File: src/rtl/serial_add_sub.sv
// serial_add_sub: bit-serial adder/subtractor. One full-adder slice and a
// carry flop walk the operands LSB-first over WIDTH cycles; the result is
// announced with a one-cycle done pulse.
// Optional build macro SERIAL_ADD_SUB_SAT_EN: signed saturation of the
// result on overflow, using the sign of operand A captured at start.
module serial_add_sub #(
  parameter int WIDTH = 8
) (
  input  logic             clk,
  input  logic             rst_n,
  input  logic             start,
  input  logic             sub,
  input  logic [WIDTH-1:0] a,
  input  logic [WIDTH-1:0] b,
  output logic             busy,
  output logic             done,
  output logic [WIDTH-1:0] result,
  output logic             cout,
  output logic             ovf
);

  localparam int CW = (WIDTH > 2) ? $clog2(WIDTH) : 1;
  localparam logic [CW-1:0] LAST_BIT = CW'(WIDTH - 1);

  typedef enum logic [0:0] {
    IDLE = 1'b0,
    RUN  = 1'b1
  } state_t;

  state_t           state;
  state_t           state_nxt;
  logic [WIDTH-1:0] a_sh;
  logic [WIDTH-1:0] b_sh;
  logic             sub_q;
  logic             carry;
  logic [CW-1:0]    cnt;
  logic             b_eff;
  logic             sum_bit;
  logic             carry_nxt;
  logic             last;
  logic             accept;
`ifdef SERIAL_ADD_SUB_SAT_EN
  logic             a_msb;
`endif

  // Full-adder slice on the current LSBs plus handshake decodes.
  always_comb begin
    b_eff     = b_sh[0] ^ sub_q;
    sum_bit   = a_sh[0] ^ b_eff ^ carry;
    carry_nxt = (a_sh[0] & b_eff) | (a_sh[0] & carry) | (b_eff & carry);
    last      = (state == RUN) && (cnt == LAST_BIT);
    accept    = (state == IDLE) && start;
  end

  // State register with synchronous reset.
  always_ff @(posedge clk) begin
    if (!rst_n) begin
      state <= IDLE;
    end else begin
      state <= state_nxt;
    end
  end

  // Next-state logic: leave IDLE on an accepted start, return after the MSB.
  always_comb begin
    state_nxt = state;
    case (state)
      IDLE: begin
        if (start) begin
          state_nxt = RUN;
        end else begin
          state_nxt = IDLE;
        end
      end
      RUN: begin
        if (last) begin
          state_nxt = IDLE;
        end else begin
          state_nxt = RUN;
        end
      end
      default: state_nxt = IDLE;
    endcase
  end

  // Output decode: busy is exactly the RUN state.
  always_comb begin
    busy = 1'b0;
    case (state)
      IDLE:    busy = 1'b0;
      RUN:     busy = 1'b1;
      default: busy = 1'b0;
    endcase
  end

  // Datapath: operand load, per-bit shift/accumulate, and final flag capture.
  always_ff @(posedge clk) begin
    if (!rst_n) begin
      a_sh   <= '0;
      b_sh   <= '0;
      sub_q  <= 1'b0;
      carry  <= 1'b0;
      cnt    <= '0;
      result <= '0;
      cout   <= 1'b0;
      ovf    <= 1'b0;
      done   <= 1'b0;
`ifdef SERIAL_ADD_SUB_SAT_EN
      a_msb  <= 1'b0;
`endif
    end else if (accept) begin
      a_sh   <= a;
      b_sh   <= b;
      sub_q  <= sub;
      // Subtraction is A + ~B + 1: the +1 enters as the initial carry.
      carry  <= sub;
      cnt    <= '0;
      result <= '0;
      cout   <= 1'b0;
      ovf    <= 1'b0;
      done   <= 1'b0;
`ifdef SERIAL_ADD_SUB_SAT_EN
      a_msb  <= a[WIDTH-1];
`endif
    end else if (state == RUN) begin
      a_sh  <= {1'b0, a_sh[WIDTH-1:1]};
      b_sh  <= {1'b0, b_sh[WIDTH-1:1]};
      carry <= carry_nxt;
      cnt   <= cnt + CW'(1);
      if (last) begin
        done <= 1'b1;
        cout <= carry_nxt;
        // Carry into the MSB is the carry flop while the MSB is processed.
        ovf  <= carry ^ carry_nxt;
`ifdef SERIAL_ADD_SUB_SAT_EN
        if (carry ^ carry_nxt) begin
          result <= {a_msb, {(WIDTH-1){~a_msb}}};
        end else begin
          result <= {sum_bit, result[WIDTH-1:1]};
        end
`else
        result <= {sum_bit, result[WIDTH-1:1]};
`endif
      end else begin
        done   <= 1'b0;
        result <= {sum_bit, result[WIDTH-1:1]};
      end
    end else begin
      done <= 1'b0;
    end
  end

endmodule

File: config.mk
export PLATFORM = sky130hd
export DESIGN_NAME = serial_add_sub
export DESIGN_NICKNAME = d
export VERILOG_FILES = /design/src/rtl/serial_add_sub.sv
export SDC_FILE = /design/constraint.sdc
export NUM_CORES = 1
export LEC_CHECK = 0
export BUFFER_PORTS_ARGS = -buffer_cell sky130_fd_sc_hd__buf_2
export CORE_MARGIN = 2
export CORE_UTILIZATION = 40
export CTS_CLUSTER_SIZE = 40
export DETAILED_ROUTE_END_ITERATION = 6
export PLACE_DENSITY_LB_ADDON = 0.25
export SYNTH_ARGS = -nofsm -noshare
export SYNTH_HDL_FRONTEND = slang
export SYNTH_SLANG_ARGS = --single-unit
File: constraint.sdc
create_clock -name clk -period 2.3 [get_ports clk]
set_clock_uncertainty 0.2 [all_clocks]
set_input_delay 0.69 -clock clk [delete_from_list [all_inputs] [get_ports clk]]
set_output_delay 0.69 -clock clk [all_outputs]
set_load 0.02 [all_outputs]
==> impl_metrics.json <==
{
  "drive_gt1_share_pct": 32.5,
  "via_per_inst": 4.70,
  "die_w_um": 64.7,
  "final_util_pct": 47.5,
  "worstSetupStartpointType": "flip-flop",
  "stdcell_count": 214,
  "synth_compound_area_share_pct": 13.3,
  "synth_fa_ha_area_share_pct": 3.06,
  "drv_slew": 0,
  "ir_drop_v": 0.000436,
  "ys_ff_latch": 33,
  "cts_buffer_depth": 2,
  "grt_first_pass_wirelength_um": 4290,
  "setup_tns_ns": 0,
  "area_delta_synth_final_pct": 16.2,
  "yosysWarningCount": 0,
  "cts_setup_buffers": 0,
  "gp_congestion": 0.707,
  "routed_wl_um": 2370,
  "cts_sinks": 33,
  "worstPathBufferInverterCount": 1,
  "outcome": "finished clean",
  "endpoint_kind": "output pin",
  "post-dp-hpwl_um": 1780,
  "dp.cells": 207,
  "clkLatencyLatePin_ns": 0.27,
  "cts_root_buf": "clkbuf_8",
  "detail-route-antenna-nets": 0,
  "cts_tree": "yes",
  "synth-seq-area-share_pct": 44.8,
  "crit_family": "flip-flops",
  "core_sq_um": 3610,
  "diodes": 0,
  "final_nets": 189,
  "place_area_sq_um": 1630,
  "synth_top_family_by_area": "multiplexers",
  "synth_mux_area_share_pct": 18.3,
  "syn_area_sq_um": 1470,
  "cp.required_ns": 1.41,
  "arrival_ns": 1.08,
  "yosys.cell_types.count": 27,
  "power_density_nw_per_um2": 698,
  "drc_errors": 0,
  "hold_ws_ns": 0.309,
  "synth-simple-area-share_pct": 12.1,
  "syn_avg_cell_area_sq_um": 10.9,
  "rsz0062_at_grt": "false",
  "setup_slack_ns": 0.331,
  "fin_crit_ns": 1.97,
  "ios": 32,
  "wl_per_cell_um": 11.1,
  "fp.dieH_um": 64.7,
  "tightest_slew_ns": 0.760,
  "leakage_nw": 0.739,
  "antenna_found_initial": 0,
  "hold_viol_final": 0,
  "vias": 1006,
  "slew_headroom_pct": 49.3,
  "overflow": 0,
  "hold_path_class": "flip-flop to flip-flop",
  "numPortBuffers": 31,
  "drtIter0Drc": 27,
  "die_area_sq_um": 4190,
  "drt_pass1_iterations": 4,
  "worst_path_max_delay_cell": "dfxtp_1",
  "path_class": "flip-flop to output pin",
  "grt_max_degree": 32,
  "fin_area_sq_um": 1710,
  "crit_fanout": 9,
  "clk_pin_slew_ns": 0.06,
  "num-fill-cells": 352,
  "num_rows": 22,
  "period_share_pct": 85.6,
  "syn_inst": 135,
  "cts_made_buffers": 5,
  "cts_hold_buf": 0,
  "critical_path.max_stage_delay_ns": 0.56,
  "initial_core_util_pct": 40.9,
  "dp_slack_ns": 0.442,
  "path_cells": "buf_2",
  "grtUsageTotal_pct": 13.4,
  "grt_pass1_vias": 978,
  "setup_violations": 0,
  "htreeDepth": 2,
  "cts_resized": 0,
  "synth_xor_area_share_pct": 1.78,
  "cap_violations": 0,
  "power_mw": 1.20,
  "fmax_mhz": 508,
  "syn-num-nets": 158
}
[cells in the mapped netlist (all sizes together)]
cell | number | area share, %
a211oi | 1 | 0.85
a21oi | 17 | 5.8
a311oi | 2 | 1.6
and2 | 1 | 0.42
and3 | 1 | 0.42
buf | 5 | 4.2
clkbuf | 5 | 1.6
dfxtp | 33 | 45
fa | 1 | 1.4
ha | 2 | 1.7
inv | 3 | 0.76
mux2i | 27 | 18
nand2 | 4 | 1.5
nand2b | 1 | 0.93
nor2 | 13 | 8.4
nor2b | 1 | 0.42
o21ai | 15 | 5.1
xnor2 | 2 | 1.2
xor2 | 1 | 0.59
[logic make-up after synthesis]
| kind of cell | count (synthesis) |
|---|---|
| buffers and inverters | 13 |
| AOI/OAI and AO/OA | 35 |
| muxes | 27 |
| xor gates and xnor gates | 3 |
| adders and majority gates | 3 |
| and+or+nand+nor | 21 |
| DFF | 33 |
[final timing paths]
kind	startpoint	endpoint	slack (ns)	cells past startpoint
worst min-delay path	b_sh[7]	b_sh[7]	0.31	2
worst max-delay path	state	busy	0.33	1
worst min register to register	b_sh[7]	b_sh[7]	0.31	2
worst max register to register	state	b_sh[1]	0.55	3
[state kept, by name (all words and copies together) (netlist names)]
name	cells
cnt	3
a_sh	8
done	1
result	8
carry	1
state	1
ovf	1
cout	1
b_sh	8
sub_q	1
[metal layers]
metal  GRT usage, %  share of wire (%)  up-vias
li1               -                  -      531
met1           15.9                 46      450
met2           21.6                 47       20
met3           6.08                5.4        5
met4           3.99                1.5        0
met5              0                  0        -
[cell type report]
class,count,area (sq um),share of cell area (%)
Timing Repair Buffer,34,178,10.4
Sequential cell,33,661,38.6
Inverter,3,11.3,0.657
Clock buffer,7,86.3,5.04
Multi-Input combinational cell,89,717,41.9
Tap cell,48,60.1,3.51
[layout by cell type (no fill, tap or decap)]
cell       n
a211oi_2   1
nor2_4    10
nand2b_4   1
o21ai_0   15
nand2_4    1
clkbuf_8   6
nand2_1    3
inv_1      3
a21oi_1   17
nor2b_1    1
clkbuf_1   1
ha_1       2
a311oi_2   1
and3_1     1
dfxtp_1   33
nor2_1     3
xor2_1     1
buf_4      3
mux2i_1   27
and2_1     1
fa_1       1
buf_2     31
a311oi_1   1
xnor2_1    2
[power breakdown]
part           switching (mW)  total (mW)  internal (mW)
Combinational          0.0887       0.159         0.0706
Clock                   0.174       0.411          0.237
Sequential             0.0210       0.626          0.605
Total                   0.284        1.20          0.912
Note: power is estimated with default switching activity, not from simulation.
